[src/rtl/motor_pwm_driver_pkg.sv]
// Shared types and default widths for the two-channel soft-start motor PWM driver.
package motor_pwm_driver_pkg;

    localparam int unsigned CNT_W_DEF    = 8;
    localparam int unsigned DUTY_MAX_DEF = 255;
    localparam int unsigned STEP_DEF     = 8;
    localparam int unsigned RAMP_DIV_DEF = 16;

    typedef enum logic [1:0] {
        ST_IDLE = 2'd0,
        ST_UP   = 2'd1,
        ST_RUN  = 2'd2,
        ST_DOWN = 2'd3
    } ramp_state_e;

endpackage

[src/rtl/motor_ramp_channel.sv]
// One motor channel: soft-start/soft-stop duty ramp with a period-aligned duty shadow.
module motor_ramp_channel
    import motor_pwm_driver_pkg::*;
#(
    parameter int unsigned CNT_W    = CNT_W_DEF,
    parameter int unsigned DUTY_MAX = DUTY_MAX_DEF,
    parameter int unsigned STEP     = STEP_DEF
) (
    input  logic              clk,
    input  logic              rst_n,
    input  logic              req,
    input  logic              tick,
    input  logic              pwm_cnt_wrap,
    output ramp_state_e       state,
    output logic [CNT_W-1:0]  duty_act
);

    localparam int unsigned EXT_W = CNT_W + 1;
    localparam logic [EXT_W-1:0] STEP_X = EXT_W'(STEP);
    localparam logic [EXT_W-1:0] DMAX_X = EXT_W'(DUTY_MAX);

    ramp_state_e        state_nxt;
    logic [CNT_W-1:0]   duty;
    logic [CNT_W-1:0]   duty_nxt;
    logic [CNT_W-1:0]   duty_act_nxt;
    logic [EXT_W-1:0]   duty_x;
    logic [EXT_W-1:0]   up_sum;
    logic [EXT_W-1:0]   up_sat;
    logic [EXT_W-1:0]   dn_sat;

    // Saturating step arithmetic in one extra bit so neither direction can wrap.
    always_comb begin
        duty_x = {1'b0, duty};
        up_sum = duty_x + STEP_X;
        up_sat = (up_sum > DMAX_X) ? DMAX_X : up_sum;
        dn_sat = (duty_x > STEP_X) ? (duty_x - STEP_X) : '0;
    end

    always_ff @(posedge clk or negedge rst_n) begin
        if (!rst_n) begin
            state    <= ST_IDLE;
            duty     <= '0;
            duty_act <= '0;
        end else begin
            state    <= state_nxt;
            duty     <= duty_nxt;
            duty_act <= duty_act_nxt;
        end
    end

    // Request edges beat the ramp tick, so short pulses always move the state.
    always_comb begin
        state_nxt    = state;
        duty_nxt     = duty;
        duty_act_nxt = pwm_cnt_wrap ? duty : duty_act;

        case (state)
            ST_IDLE: begin
                duty_nxt = '0;
                if (req) begin
                    state_nxt = ST_UP;
                end
            end
            ST_UP: begin
                if (!req) begin
                    state_nxt = ST_DOWN;
                end else if (tick) begin
                    duty_nxt = CNT_W'(up_sat);
                    if (up_sat == DMAX_X) begin
                        state_nxt = ST_RUN;
                    end
                end
            end
            ST_RUN: begin
                duty_nxt = CNT_W'(DUTY_MAX);
                if (!req) begin
                    state_nxt = ST_DOWN;
                end
            end
            ST_DOWN: begin
                if (req) begin
                    state_nxt = ST_UP;
                end else if (tick) begin
                    duty_nxt = CNT_W'(dn_sat);
                    if (dn_sat == '0) begin
                        state_nxt = ST_IDLE;
                    end
                end
            end
            default: begin
                state_nxt = ST_IDLE;
                duty_nxt  = '0;
            end
        endcase
    end

endmodule

[src/rtl/motor_pwm_driver.sv]
// Two independent soft-start DC-motor PWM channels driven by the turn FSM's LEFT/RIGHT requests.
module motor_pwm_driver
    import motor_pwm_driver_pkg::*;
#(
    parameter int unsigned CNT_W    = CNT_W_DEF,
    parameter int unsigned DUTY_MAX = DUTY_MAX_DEF,
    parameter int unsigned STEP     = STEP_DEF,
    parameter int unsigned RAMP_DIV = RAMP_DIV_DEF
) (
    input  logic clk,
    input  logic rst_n,
    input  logic left,
    input  logic right,
    output logic pwm_left,
    output logic pwm_right,
    output logic busy_left,
    output logic busy_right,
    output logic full_left,
    output logic full_right
);

    localparam int unsigned RAMP_W = (RAMP_DIV > 1) ? $clog2(RAMP_DIV) : 1;
    localparam logic [RAMP_W-1:0] RAMP_LAST = RAMP_W'(RAMP_DIV - 1);

    logic [CNT_W-1:0]  pwm_cnt;
    logic [RAMP_W-1:0] ramp_cnt;
    logic              tick;
    logic              pwm_cnt_wrap;
    ramp_state_e       state_left;
    ramp_state_e       state_right;
    logic [CNT_W-1:0]  duty_act_left;
    logic [CNT_W-1:0]  duty_act_right;

    assign tick         = (ramp_cnt == RAMP_LAST);
    assign pwm_cnt_wrap = &pwm_cnt;

    // Shared PWM period counter and ramp-tick divider.
    always_ff @(posedge clk or negedge rst_n) begin
        if (!rst_n) begin
            pwm_cnt  <= '0;
            ramp_cnt <= '0;
        end else begin
            pwm_cnt  <= pwm_cnt + CNT_W'(1);
            ramp_cnt <= tick ? '0 : (ramp_cnt + RAMP_W'(1));
        end
    end

    motor_ramp_channel #(
        .CNT_W    (CNT_W),
        .DUTY_MAX (DUTY_MAX),
        .STEP     (STEP)
    ) u_left (
        .clk          (clk),
        .rst_n        (rst_n),
        .req          (left),
        .tick         (tick),
        .pwm_cnt_wrap (pwm_cnt_wrap),
        .state        (state_left),
        .duty_act     (duty_act_left)
    );

    motor_ramp_channel #(
        .CNT_W    (CNT_W),
        .DUTY_MAX (DUTY_MAX),
        .STEP     (STEP)
    ) u_right (
        .clk          (clk),
        .rst_n        (rst_n),
        .req          (right),
        .tick         (tick),
        .pwm_cnt_wrap (pwm_cnt_wrap),
        .state        (state_right),
        .duty_act     (duty_act_right)
    );

    // Registered compare keeps the motor outputs glitch-free.
    always_ff @(posedge clk or negedge rst_n) begin
        if (!rst_n) begin
            pwm_left  <= 1'b0;
            pwm_right <= 1'b0;
        end else begin
            pwm_left  <= (pwm_cnt < duty_act_left);
            pwm_right <= (pwm_cnt < duty_act_right);
        end
    end

    assign busy_left  = (state_left  != ST_IDLE);
    assign busy_right = (state_right != ST_IDLE);
    assign full_left  = (state_left  == ST_RUN);
    assign full_right = (state_right == ST_RUN);

endmodule

[config.mk]
export PLATFORM = sky130hd
export DESIGN_NAME = motor_pwm_driver
export DESIGN_NICKNAME = d
export VERILOG_FILES = /design/src/rtl/motor_pwm_driver_pkg.sv /design/src/rtl/motor_ramp_channel.sv /design/src/rtl/motor_pwm_driver.sv
export SDC_FILE = /design/constraint.sdc
export NUM_CORES = 1
export LEC_CHECK = 0
export CORE_MARGIN = 2
export CORE_UTILIZATION = 50
export DETAILED_ROUTE_END_ITERATION = 10
export PLACE_DENSITY = 0.67
export SLEW_MARGIN = 20
export SYNTH_ARGS = -nofsm -noshare
export SYNTH_HDL_FRONTEND = slang
export SYNTH_SLANG_ARGS = --single-unit
[constraint.sdc]
create_clock -name clk -period 3.7 [get_ports clk]
set_clock_uncertainty 0.15 [all_clocks]
set_input_delay 0.555 -clock clk [delete_from_list [all_inputs] [get_ports clk]]
set_output_delay 0.555 -clock clk [all_outputs]
set_load 0.01 [all_outputs]
# After elaboration in Yosys (flattened, before gate mapping)
# Index checks and enable logic that the tools add are counted.
[classes] n_addsub=6 order_cmp=6 n_eq_ne=29 muxes=33 n_reduce_logical=11
[ops] op="8-bit two-way mux" count=8
[ops] op="8-bit case mux with 4 select lines" count=2
[ops] op="9-bit two-way mux" count=4
[ops] op="2-bit two-way mux" count=16
[ops] op="2-bit inequality test, second input constant" count=12
[ops] op="8-bit by 4-bit adder with 9-bit output, second input constant" count=2
[ops] op="9-bit by 8-bit equality test with 1-bit output, second input constant" count=2
[ops] op="9-bit by 8-bit greater-than comparator with 1-bit output, second input constant" count=2
[ops] op="9-bit zero test" count=2
[ops] op="8-bit by 4-bit subtractor with 9-bit output, second input constant" count=2
[ops] op="8-bit by 4-bit greater-than comparator with 1-bit output, second input constant" count=2
[ops] op="8-bit less-than comparator" count=2
[ops] op="2-bit case mux with 4 select lines" count=2
[ops] op="3-bit by 2-bit inequality test with 1-bit output, second input constant" count=4
[ops] op="3-bit inequality test, second input constant" count=4
[ops] op="6-bit AND reduction" count=2
[ops] op="8-bit by 1-bit adder with 8-bit output, second input constant" count=1
[ops] op="2-bit equality test, second input constant" count=4
[ops] op="4-bit AND reduction" count=2
[ops] op="8-bit AND reduction" count=1
[ops] op="4-bit by 1-bit adder with 4-bit output, second input constant" count=1
[ops] op="2-bit by 1-bit equality test with 1-bit output, second input constant" count=2
[ops] op="4-bit equality test, second input constant" count=1
[ops] op="2-bit zero test" count=2
[ops] op="2 further kinds" count=3
[word_totals] register_bits=50 output_inout_bits=6 wordCells=95

# Logic depth before layout (Yosys ltp)
# Gate-level depths: netlist of run 1.
[depth] depth_word=8 mapped_depth=9 depth_no_buf=8

# By module
# Synthesis of run 1 repeated with hierarchy kept, for this count alone.
[hier_totals] hier_cells=350 hier_area_um2=3494.6
[by_module_without_submodules] mod="motor_ramp_channel" instances=2 cells_each=127 area_per_inst_um2=1300.0
[by_module_without_submodules] mod="motor_pwm_driver" instances=1 cells_each=96 area_per_inst_um2=894.6

# Worst setup path before layout of run 1
# Ideal clock, no wire load.
[synth_path] path_kind="register -> register" start="reg u_right.duty[3]" end="reg u_right.duty[3]" t_arrival_ns=2.440 t_required_ns=3.446 path_slack_ns=1.006 path_stages_with_launch=10 synth_period_minus_slack_ns=2.694 cell_sequence="dfrtp_1 -> clkbuf_1 -> inv_1 -> ha_1 -> nor2b_1 -> or4b_1 -> nor2_1 -> o221ai_2 -> a2111o_1 -> o311ai_1"
[synth_between] elab_chain_len=6
[synth_rtl] element="start: declaration" line_no="motor_ramp_channel.sv:23" source="logic [CNT_W-1:0] duty;"
[synth_rtl] element="start signal: assignment" line_no="motor_ramp_channel.sv:46" source="duty <= duty_nxt;"
[synth_rtl] element="8-bit by 4-bit adder with 9-bit output" line_no="motor_ramp_channel.sv:34" source="up_sum = duty_x + STEP_X;"
[synth_rtl] element="9-bit by 8-bit greater-than comparator with 1-bit output" line_no="motor_ramp_channel.sv:35" source="up_sat = (up_sum > DMAX_X) ? DMAX_X : up_sum;"
[synth_rtl] element="9-bit two-way mux" line_no="motor_ramp_channel.sv:35"
[synth_rtl] element="8-bit two-way mux" line_no="motor_ramp_channel.sv:67" source="end else if (tick) begin"
[synth_rtl] element="8-bit two-way mux" line_no="motor_ramp_channel.sv:65" source="if (!req) begin"
[synth_rtl] element="8-bit case mux with 4 select lines *" line_no="motor_ramp_channel.sv:57" source="case (state)"
# Mark *: on every way between the ends. The rest lies on a longest branch, timed or not. The select of a mux whose other input is x is not followed.
# A chain may end at the register's enable or synchronous reset.

# Worst setup path in the final report of run 1
# Ends and elaborated chain as after synthesis.

==> impl_metrics.tcl, run 1 <==
set metrics [dict create \
    crit_family "simple AND/OR/NAND/NOR gates" \
    clk_root_buffer_cell "clkbuf_8" \
    yosysWarnings 0 \
    place_area_um2 3378 \
    multiInputGateArea_um2 1810 \
    met3WireLength_um 278 \
    ys.flop_type "dfrtp_1" \
    nFillCells 585 \
    crit_slowest_cell "dfrtp_1" \
    syn_area_um2 3262 \
    critPathMaxFanout 15 \
    grt_usage_pct 19.01 \
    fp.dieW_um 84.77 \
    regToRegSetupSlack_ns 0.86 \
    clk_latency_ns 0.30 \
    highest_layer "met4" \
    cts_resized 0 \
    start_util_pct 51.66 \
    routed_wl_um 6510 \
    grt_max_degree 31 \
    coreArea_um2 6314 \
    syn_to_final_growth_pct 6.483 \
    syn_inst 363 \
    crit_buf_inv 1 \
    design_area_um2 3473 \
    cts_tree "done" \
    synth_top_area_share_pct 38.36 \
    viasPerCell 5.916 \
    routedWlPerCell_um 14.80 \
    drt_iter0_markers 162 \
    cts.clk_slew.worst_paths_ns 0.09 \
    drive_gt1_share_pct 5.234 \
    async_flop_share_pct 100.0 \
    synth_area_leaders "dfrtp_1, ha_1, o21ai_0" \
    hold_path.class "input port to async pin" \
    htreeDepth 2 \
    wl_met1_um 3247 \
    dp.final_hpwl_um 4671 \
    yosysTopAreaCell "dfrtp_1" \
    firstDrtPassIters 4 \
    route.met2.wl_um 2918 \
    drc 0 \
    clock.fmax_mhz 352.2 \
    powerDensity_nw_per_um2 669.7 \
    dieArea_um2 7186 \
    start_kind "flip-flop" \
    nNetsFinal 396 \
    antenna_found_initial 0 \
    max-vdd-ir-drop_v 0.0005204 \
    fin_setup_tns_ns 0 \
    crit_required_ns 3.75 \
    max-slew-margin-rel_pct 43.07 \
    period_share_pct 76.75 \
    cts_setup_buffers 0 \
    grt.overflow.total 0 \
    r2r_start "u_right.duty[3]" \
    r2r_cells 8 \
    cts_made_buffers 5 \
    drv_slew 0 \
    hold_violations 0 \
    grt_pass1_wl_um 11260 \
    io_buffer_count 9 \
    r2r-end "u_right.duty[3]" \
    num_antenna_cells 0 \
    regArea_um2 1251 \
    cts_sinks 50 \
    ant_nets 0 \
    cellLeakagePower_nw 1.539 \
    via_count 2603 \
    postCtsHoldBufs 0 \
    cp.arrival_ns 2.89 \
    cap_violations 0 \
    fin_crit_ns 2.840 \
    row_count 29 \
    setup_violations 0 \
    yosysUniqueCellTypes 58 \
    worst_pin_slew_ns 0.8540 \
    place.gp.congestion 0.8980 \
    clk_path_buf_depth 2 \
    endpoint_kind "flip-flop" \
    first_global_vias 2404 \
    status "finished, final reports clean" \
    critical_path_class "flip-flop to flip-flop" \
    ys_seq_area_share_pct 38.36 \
    yosys_register_bits 50 \
    synth_area_per_cell_um2 8.986 \
    syn-num-nets 397 \
    die_h_um 84.77 \
    rsz0062_at_grt "false" \
    crit_path_cell_trace "inv_1 -> ha_1 -> nor2b_1 -> or4b_1 -> nor2_1 -> o221ai_2 -> a2111o_1 -> o311ai_1" \
    ios 10 \
    synth_edf_count 0 \
    crit_path_max_incr_delay_ns 0.62 \
]
==> synthesized netlist by cell type, types with 4 or more instances <==
library cell and count:
a21o_1 11, a21oi_1 18, a221oi_1 4, a31oi_1 6, and3_1 6, clkbuf_1 14
dfrtp_1 50, ha_1 30, inv_1 32, mux2i_1 4, nand2_1 33, nand2b_1 6
nand3_1 14, nor2_1 18, nor2b_1 4, nor3_1 9, o21ai_0 29, o21ai_1 5
xnor2_1 5, xor2_1 4
==> cells in the final DEF (no fill, tap or decap), types with 3 or more instances in the layout <==
master and n:
a211oi_1 3, a21boi_1 3, a21o_1 11, a21oi_1 18, a221oi_1 4, a311oi_1 3, a31oi_1 6, and3_1 6
clkbuf_8 6, clkdlybuf4s50_1 8, dfrtp_1 50, ha_1 30, inv_1 32, mux2_1 3, mux2i_1 4, nand2_1 33
nand2b_1 6, nand3_1 14, nor2_1 18, nor2b_1 4, nor3_1 9, nor4b_1 3, o21ai_0 29, o21ai_1 5
o21bai_1 3, xnor2_1 5, xor2_1 4
==> worst max path at each step <==
stage	depth (start not counted)	startpoint	to
final	8	u_right.duty[3]	u_right.duty[3]
after floorplan	9	u_right.duty[3]	u_right.duty[3]
after CTS	8	u_right.duty[3]	u_right.duty[3]
after global routing	8	u_left.duty[3]	u_left.state[1]
after detailed placement	8	u_right.duty[3]	u_right.duty[3]
after global placement	8	u_right.duty[3]	u_right.duty[3]
==> through the flow <==
step                      hold WS (ns)  power [mW]  setup WS, ns  util (%)  std cells
after floorplan                 0.1094       1.719         1.006         -        363
after global placement          0.3245       1.977        0.9842     53.51        432
after detailed placement        0.3333       1.989        0.9044     53.51        432
after CTS                       0.1581       2.328        0.8761     55.01        440
after global routing            0.1805       2.515        0.6517     55.01        440
final                           0.1361       2.326        0.8604     55.01        440
==> final cells by class <==
type	count	share of cell area, %
clock inverter	2	0.3602
tap	77	2.774
inverter	32	3.458
timing repair buffer	11	2.882
multi-input combinational	262	52.13
clock buffer	6	2.378
sequential	50	36.02
==> registers in the layout, summed over array words and instances (netlist names) <==
name              flops
u_left.state          2
pwm_left              1
u_left.duty           8
u_left.duty_act       8
pwm_right             1
u_right.duty          8
u_right.duty_act      8
u_right.state         2
ramp_cnt              4
pwm_cnt               8
==> kinds of logic (layout without fill, tap and decap cells) <==
| group | after synthesis | count (layout) | synth area share (%) |
|---|---|---|---|
| AO/OA/AOI/OAI | 108 | 108 | 22.36 |
| XOR/XNOR | 9 | 9 | 2.416 |
| adder cells (fa/ha/maj) | 30 | 30 | 11.51 |
| buffers and inverters | 51 | 51 | 6.137 |
| flip-flops | 50 | 50 | 38.36 |
| multiplexers | 9 | 9 | 2.954 |
| AND/OR/NAND/NOR | 106 | 106 | 16.26 |
==> report_power, final <==
| group | switching, mW | internal, mW | leakage, nW |
|---|---|---|---|
| Sequential | 0.214 | 0.646 | 0.652 |
| Combinational | 0.644 | 0.495 | 0.840 |
| Clock | 0.177 | 0.150 | 0.0472 |
| Total | 1.03 | 1.29 | 1.54 |
==> per-layer routing <==
metal,global-route usage [%],up-vias
met2,28.27,64
met1,28.58,1237
met4,5.628,0
li1,-,1295
met5,0,-
met3,3.048,7
Note: power is estimated with default switching activity, not from simulation.
==> inputs of run 2 (changes only) <==
--- a/config.mk
+++ b/config.mk
@@ -8,7 +8,7 @@
 export CORE_MARGIN = 2
 export CORE_UTILIZATION = 50
 export DETAILED_ROUTE_END_ITERATION = 10
-export PLACE_DENSITY = 0.67
+export PLACE_DENSITY = 0.7
 export SLEW_MARGIN = 20
 export SYNTH_ARGS = -nofsm -noshare
 export SYNTH_HDL_FRONTEND = slang
==> constraint.sdc (replaced) <==
create_clock -name clk -period 2.3 [get_ports clk]
set_clock_uncertainty 0.15 [all_clocks]
set_input_delay 0.345 -clock clk [delete_from_list [all_inputs] [get_ports clk]]
set_output_delay 0.345 -clock clk [all_outputs]
set_load 0.01 [all_outputs]
==> run 2 against run 1 <==
Flip-flop and latch count unchanged. Critical path depth decreased by 1. Largest cell class unchanged. Sequential power is 44% higher. Clock power grew 64%. The run now ends with negative setup slack left. Critical path type unchanged. Die area unchanged. Highest routed layer unchanged.
==> impl_metrics.tcl, run 2 (same netlist as run 1, synthesis figures left out) <==
set metrics [dict create \
    r2r_cells 7 \
    rsz0062_at_grt "true" \
    hold_violations 0 \
    max-slew-margin-rel_pct 55.83 \
    ant_nets 0 \
    cts_tree "done" \
    drv_slew 0 \
    clk_latency_ns 0.30 \
    die_h_um 84.77 \
    violations "negative setup slack" \
    fp.dieW_um 84.77 \
    multiInputGateArea_um2 1961 \
    cp.arrival_ns 2.42 \
    power.total_mw 4.594 \
    worst_slack_ns -0.06725 \
    place.gp.congestion 0.8778 \
    num_antenna_cells 0 \
    endpoint_kind "flip-flop" \
    grtUsageMet2_pct 36.22 \
    clk_path_buf_depth 2 \
    start_kind "flip-flop" \
    final_cell_mix "buf_4, dfrtp_1, nand2_1" \
    crit_required_ns 2.35 \
    regArea_um2 1256 \
    io_buffer_count 9 \
    critical_path_class "flip-flop to flip-flop" \
    cap_violations 0 \
    use_met1_pct 29.72 \
    max-vdd-ir-drop_v 0.0006478 \
    r2r-end "u_right.duty[3]" \
    drt_iter0_markers 163 \
    cellLeakagePower_nw 1.784 \
    cts_made_buffers 5 \
    drive_gt1_share_pct 23.04 \
    via_count 2809 \
    grt_pass1_wl_um 12810 \
    drc 0 \
    ios 10 \
    first_global_vias 2761 \
    clk_root_buffer_cell "clkbuf_8" \
    regToRegSetupSlack_ns -0.07 \
    status "finished, violations left" \
    grt.overflow.total 0 \
    crit_family "simple AND/OR/NAND/NOR gates" \
    routedWlPerCell_um 15.51 \
    crit_buf_inv 0 \
    crit_slowest_cell "or4b_4" \
    crit_path_cell_trace "ha_2 -> xnor2_1 -> or4b_4 -> nor2_4 -> o221ai_2 -> a2111o_1 -> o311ai_1" \
    cts_sinks 50 \
    routed_wl_um 7523 \
    grt_max_degree 51 \
    grt_usage_pct 21.67 \
    cts.clk_slew.worst_paths_ns 0.09 \
    powerDensity_nw_per_um2 1158 \
    period_share_pct 102.9 \
    row_count 29 \
    firstDrtPassIters 4 \
    htreeDepth 2 \
    fin_util_pct 62.86 \
    final_common_cell "buf_4" \
    worst-path-stages 7 \
    fin_crit_ns 2.367 \
    start_util_pct 51.66 \
    coreArea_um2 6314 \
    setup_violations 4 \
    nNetsFinal 441 \
    pre_cts_slack_ns -0.09884 \
    viasPerCell 5.792 \
    r2r_start "u_right.duty[3]" \
    dieArea_um2 7186 \
    critPathMaxFanout 5 \
    clock.fmax_mhz 422.4 \
    postCtsHoldBufs 0 \
    worst_pin_slew_ns 0.6626 \
    dp.final_hpwl_um 5337 \
    hold_path.class "input port to async pin" \
    busiest_layer "met2" \
    met3_usage_pct 3.343 \
    nFillCells 556 \
    syn_to_final_growth_pct 21.67 \
    antenna_found_initial 0 \
    crit_path_max_incr_delay_ns 0.57 \
]
-- run 2: cell types whose count changed in the layout (fill, tap and decap cells not counted), sizes merged --
| cell | change |
|---|---|
| buf | +45 |
| clkdlybuf4s50 | -2 |
| clkbuf | +1 |
| clkinvlp | -1 |
| dlygate4sd2 | +1 |
| dlymetal6s2s | +1 |
-- run 2: layer usage --
layer  up-vias  share of wire, %
li1       1385                 -
met1      1353                47
met2        60                48
met3        11               4.0
met4         0               1.4
met5         -                 0
-- run 2: area by class of cell --
class	instances	area share, %
clock inverters	1	0.1261
well taps	77	2.427
flip-flops and latches	50	31.65
repair buffers	56	11.07
inverters	32	3.153
clock buffers	7	2.175
multi-input cells	262	49.40
-- run 2: metrics by stage --
step	TNS, ns	instance area [um2]	hold WS (ns)	instances
5_1_grt	-0.8614	3969	0.06601	485
6_report	-0.1781	3969	0.0006173	485
4_1_cts	-0.1715	3901	0.02423	482
2_1_floorplan	-0.3539	3363	-0.1006	363
3_5_place_dp	-0.3364	3746	0.3396	471
3_3_place_gp	-0.07810	3746	0.3390	471
-- run 2: how the worst max path moves through the flow --
stage | from | endpoint | slack, ns
after CTS | u_right.duty[3] | u_right.duty[3] | -0.07
after detailed placement | u_right.duty[3] | u_right.duty[3] | -0.1
after global placement | u_right.duty[3] | u_right.duty[3] | -0.05
after floorplan | u_right.duty[3] | u_right.duty[3] | -0.12
after global routing | u_right.duty[3] | u_right.duty[3] | -0.13
final | u_right.duty[3] | u_right.duty[3] | -0.07
-- run 2: power by group --
part           switching (mW)  internal [mW]
Sequential              0.194           1.05
Clock                   0.292          0.244
Combinational            1.45           1.36
Total                    1.94           2.65
-- run 2: repair_timing --
item,in CTS,in global routing
endpoints found under the setup margin,8,18
endpoints found under the hold margin,0,0
cloned,0,0
pin swaps,7,3
buffers inserted,3,3
gates resized for setup,11,12
-- run 2: worst register-to-register path, stage by stage, from the launching register on --
cell,delay (ns)
dfrtp_2,0.46
ha_2,0.21
xnor2_1,0.15
or4b_4,0.57
nor2_4,0.12
o221ai_2,0.15
a2111o_1,0.38
o311ai_1,0.08
==> inputs of run 3 (changes only) <==
--- a/config.mk
+++ b/config.mk
@@ -7,6 +7,7 @@
 export LEC_CHECK = 0
 export CORE_MARGIN = 2
 export CORE_UTILIZATION = 50
+export CTS_CLUSTER_SIZE = 40
 export DETAILED_ROUTE_END_ITERATION = 10
 export PLACE_DENSITY = 0.7
 export SLEW_MARGIN = 20
==> constraint.sdc (replaced) <==
create_clock -name clk -period 2.3 [get_ports clk]
set_clock_uncertainty 0.15 [all_clocks]
set_input_delay 0.345 -clock clk [delete_from_list [all_inputs] [get_ports clk]]
set_output_delay 0.345 -clock clk [all_outputs]
set_load 0.005 [all_outputs]
==> run 3 against run 2 <==
The flow finishes with violations (negative hold slack, negative setup slack). Non-clock buffer count increased by 3. Global-route usage is essentially flat. Total power up 1.9%.
==> impl_metrics.tcl, run 3 (same netlist as run 1, synthesis figures left out) <==
set metrics [dict create \
    violations "negative hold slack, negative setup slack" \
    io_buffer_count 9 \
    grt_pass1_wl_um 12830 \
    crit_family "simple AND/OR/NAND/NOR gates" \
    clk_root_buffer_cell "clkbuf_8" \
    clk_path_buf_depth 2 \
    drive_gt1_share_pct 23.60 \
    viasPerCell 5.758 \
    first_global_vias 2749 \
    ant_nets 0 \
    place.gp.congestion 0.8870 \
    fin_crit_ns 2.407 \
    worst_slack_ns -0.1073 \
    antenna_found_initial 0 \
    place_area_um2 3739 \
    routed_wl_um 7457 \
    cts_sinks 50 \
    fin_setup_tns_ns -0.2908 \
    final_cell_mix "buf_4, dfrtp_1, nand2_1" \
    cts_made_buffers 5 \
    start_kind "flip-flop" \
    clk_latency_ns 0.30 \
    final_common_cell "buf_4" \
    ios 10 \
    status "finished, violations left" \
    coreArea_um2 6314 \
    grt.overflow.total 0 \
    max-slew-margin-rel_pct 54.03 \
    dieArea_um2 7186 \
    multiInputGateArea_um2 1977 \
    powerDensity_nw_per_um2 1169 \
    r2r-end "u_right.duty[3]" \
    design_area_um2 4005 \
    endpoint_kind "flip-flop" \
    setup_violations 3 \
    crit_required_ns 2.34 \
    clock.fmax_mhz 415.4 \
    cts_tree "done" \
    nFillCells 525 \
    firstDrtPassIters 6 \
    nNetsFinal 444 \
    r2r_start "u_right.duty[3]" \
    cp.arrival_ns 2.45 \
    syn_to_final_growth_pct 22.78 \
    crit_path_max_incr_delay_ns 0.55 \
    die_h_um 84.77 \
    r2r_cells 8 \
    row_count 29 \
    drt_iter0_markers 254 \
    routedWlPerCell_um 15.28 \
    regArea_um2 1255 \
    drc 0 \
    cts.clk_slew.worst_paths_ns 0.09 \
    htreeDepth 2 \
    hold_violations 4 \
    critical_path_class "flip-flop to flip-flop" \
    crit_slowest_cell "or4b_4" \
    num_antenna_cells 0 \
    fp.dieW_um 84.77 \
    drv_slew 0 \
    via_count 2810 \
    period_share_pct 104.7 \
    grt_usage_pct 21.66 \
    crit_path_cell_trace "inv_4 -> ha_4 -> nor2b_4 -> or4b_4 -> nor2_4 -> o221ai_2 -> a2111o_1 -> o311ai_2" \
    cellLeakagePower_nw 1.800 \
    grt_max_degree 51 \
    critPathMaxFanout 4 \
    rsz0062_at_grt "true" \
    dp.final_hpwl_um 5284 \
    crit_buf_inv 1 \
    start_util_pct 51.66 \
    whs_ns -0.003128 \
    cap_violations 0 \
    regToRegSetupSlack_ns -0.11 \
    postCtsHoldBufs 0 \
    worst_pin_slew_ns 0.6810 \
    max-vdd-ir-drop_v 0.0007562 \
    hold_path.class "input port to async pin" \
]
run 3: metal layers:
layer	track usage (%)	wire (um)	vias up	part of all wire (%)
met5	0	0	-	0
met4	4.906	34	0	0.46
met3	2.557	384	6	5.1
met2	35.43	3508	81	47
met1	30.96	3530	1323	47
li1	-	-	1400	-
run 3: where the power goes:
group | internal (mW) | switching [mW] | total (mW)
logic | 1.44 | 1.48 | 2.92
clock network | 0.243 | 0.283 | 0.526
registers | 1.05 | 0.191 | 1.24
total | 2.73 | 1.96 | 4.68
run 3: cell type report:
cell class | count | area share, %
Clock inverter | 1 | 0.1250
Clock buffer | 7 | 2.156
Sequential cell | 50 | 31.33
Timing Repair Buffer | 59 | 11.50
Inverter | 32 | 3.124
Tap cell | 77 | 2.405
Multi-Input combinational cell | 262 | 49.36
run 3: worst max path at each step:
stage                          startpoint              end  slack [ns]  cells after the start
after floorplan           u_right.duty[3]  u_right.duty[3]       -0.12                      9
after global placement    u_right.duty[3]  u_right.duty[3]       -0.05                      7
after detailed placement  u_right.duty[3]  u_right.duty[3]       -0.12                      7
after CTS                 u_right.duty[3]  u_right.duty[3]       -0.07                      8
after global routing      u_right.duty[3]  u_right.duty[3]       -0.15                      8
final                     u_right.duty[3]  u_right.duty[3]       -0.11                      8
run 3: worst register-to-register path, cell delays in order (launching register included):
cell      delay [ns]
dfrtp_2         0.45
inv_4           0.07
ha_4            0.19
nor2b_4         0.12
or4b_4          0.55
nor2_4          0.13
o221ai_2        0.15
a2111o_1        0.41
o311ai_2        0.09
run 3: metrics by stage:
stage,hold slack [ns],setup WS [ns],power [mW],util [%],std cells
2_1_floorplan,-0.1006,-0.1244,2.929,-,363
3_3_place_gp,0.3402,-0.05115,3.744,59.22,470
3_5_place_dp,0.3454,-0.1194,3.784,59.22,470
4_1_cts,0.01543,-0.06782,4.536,62.29,485
5_1_grt,0.05346,-0.1531,5.056,63.44,488
6_report,-0.003128,-0.1073,4.683,63.44,488
run 3: repair_timing:
action	CTS	global route
setup endpoints to repair	7	18
gates resized for setup	11	12
setup buffers	7	3
pin swaps	8	5
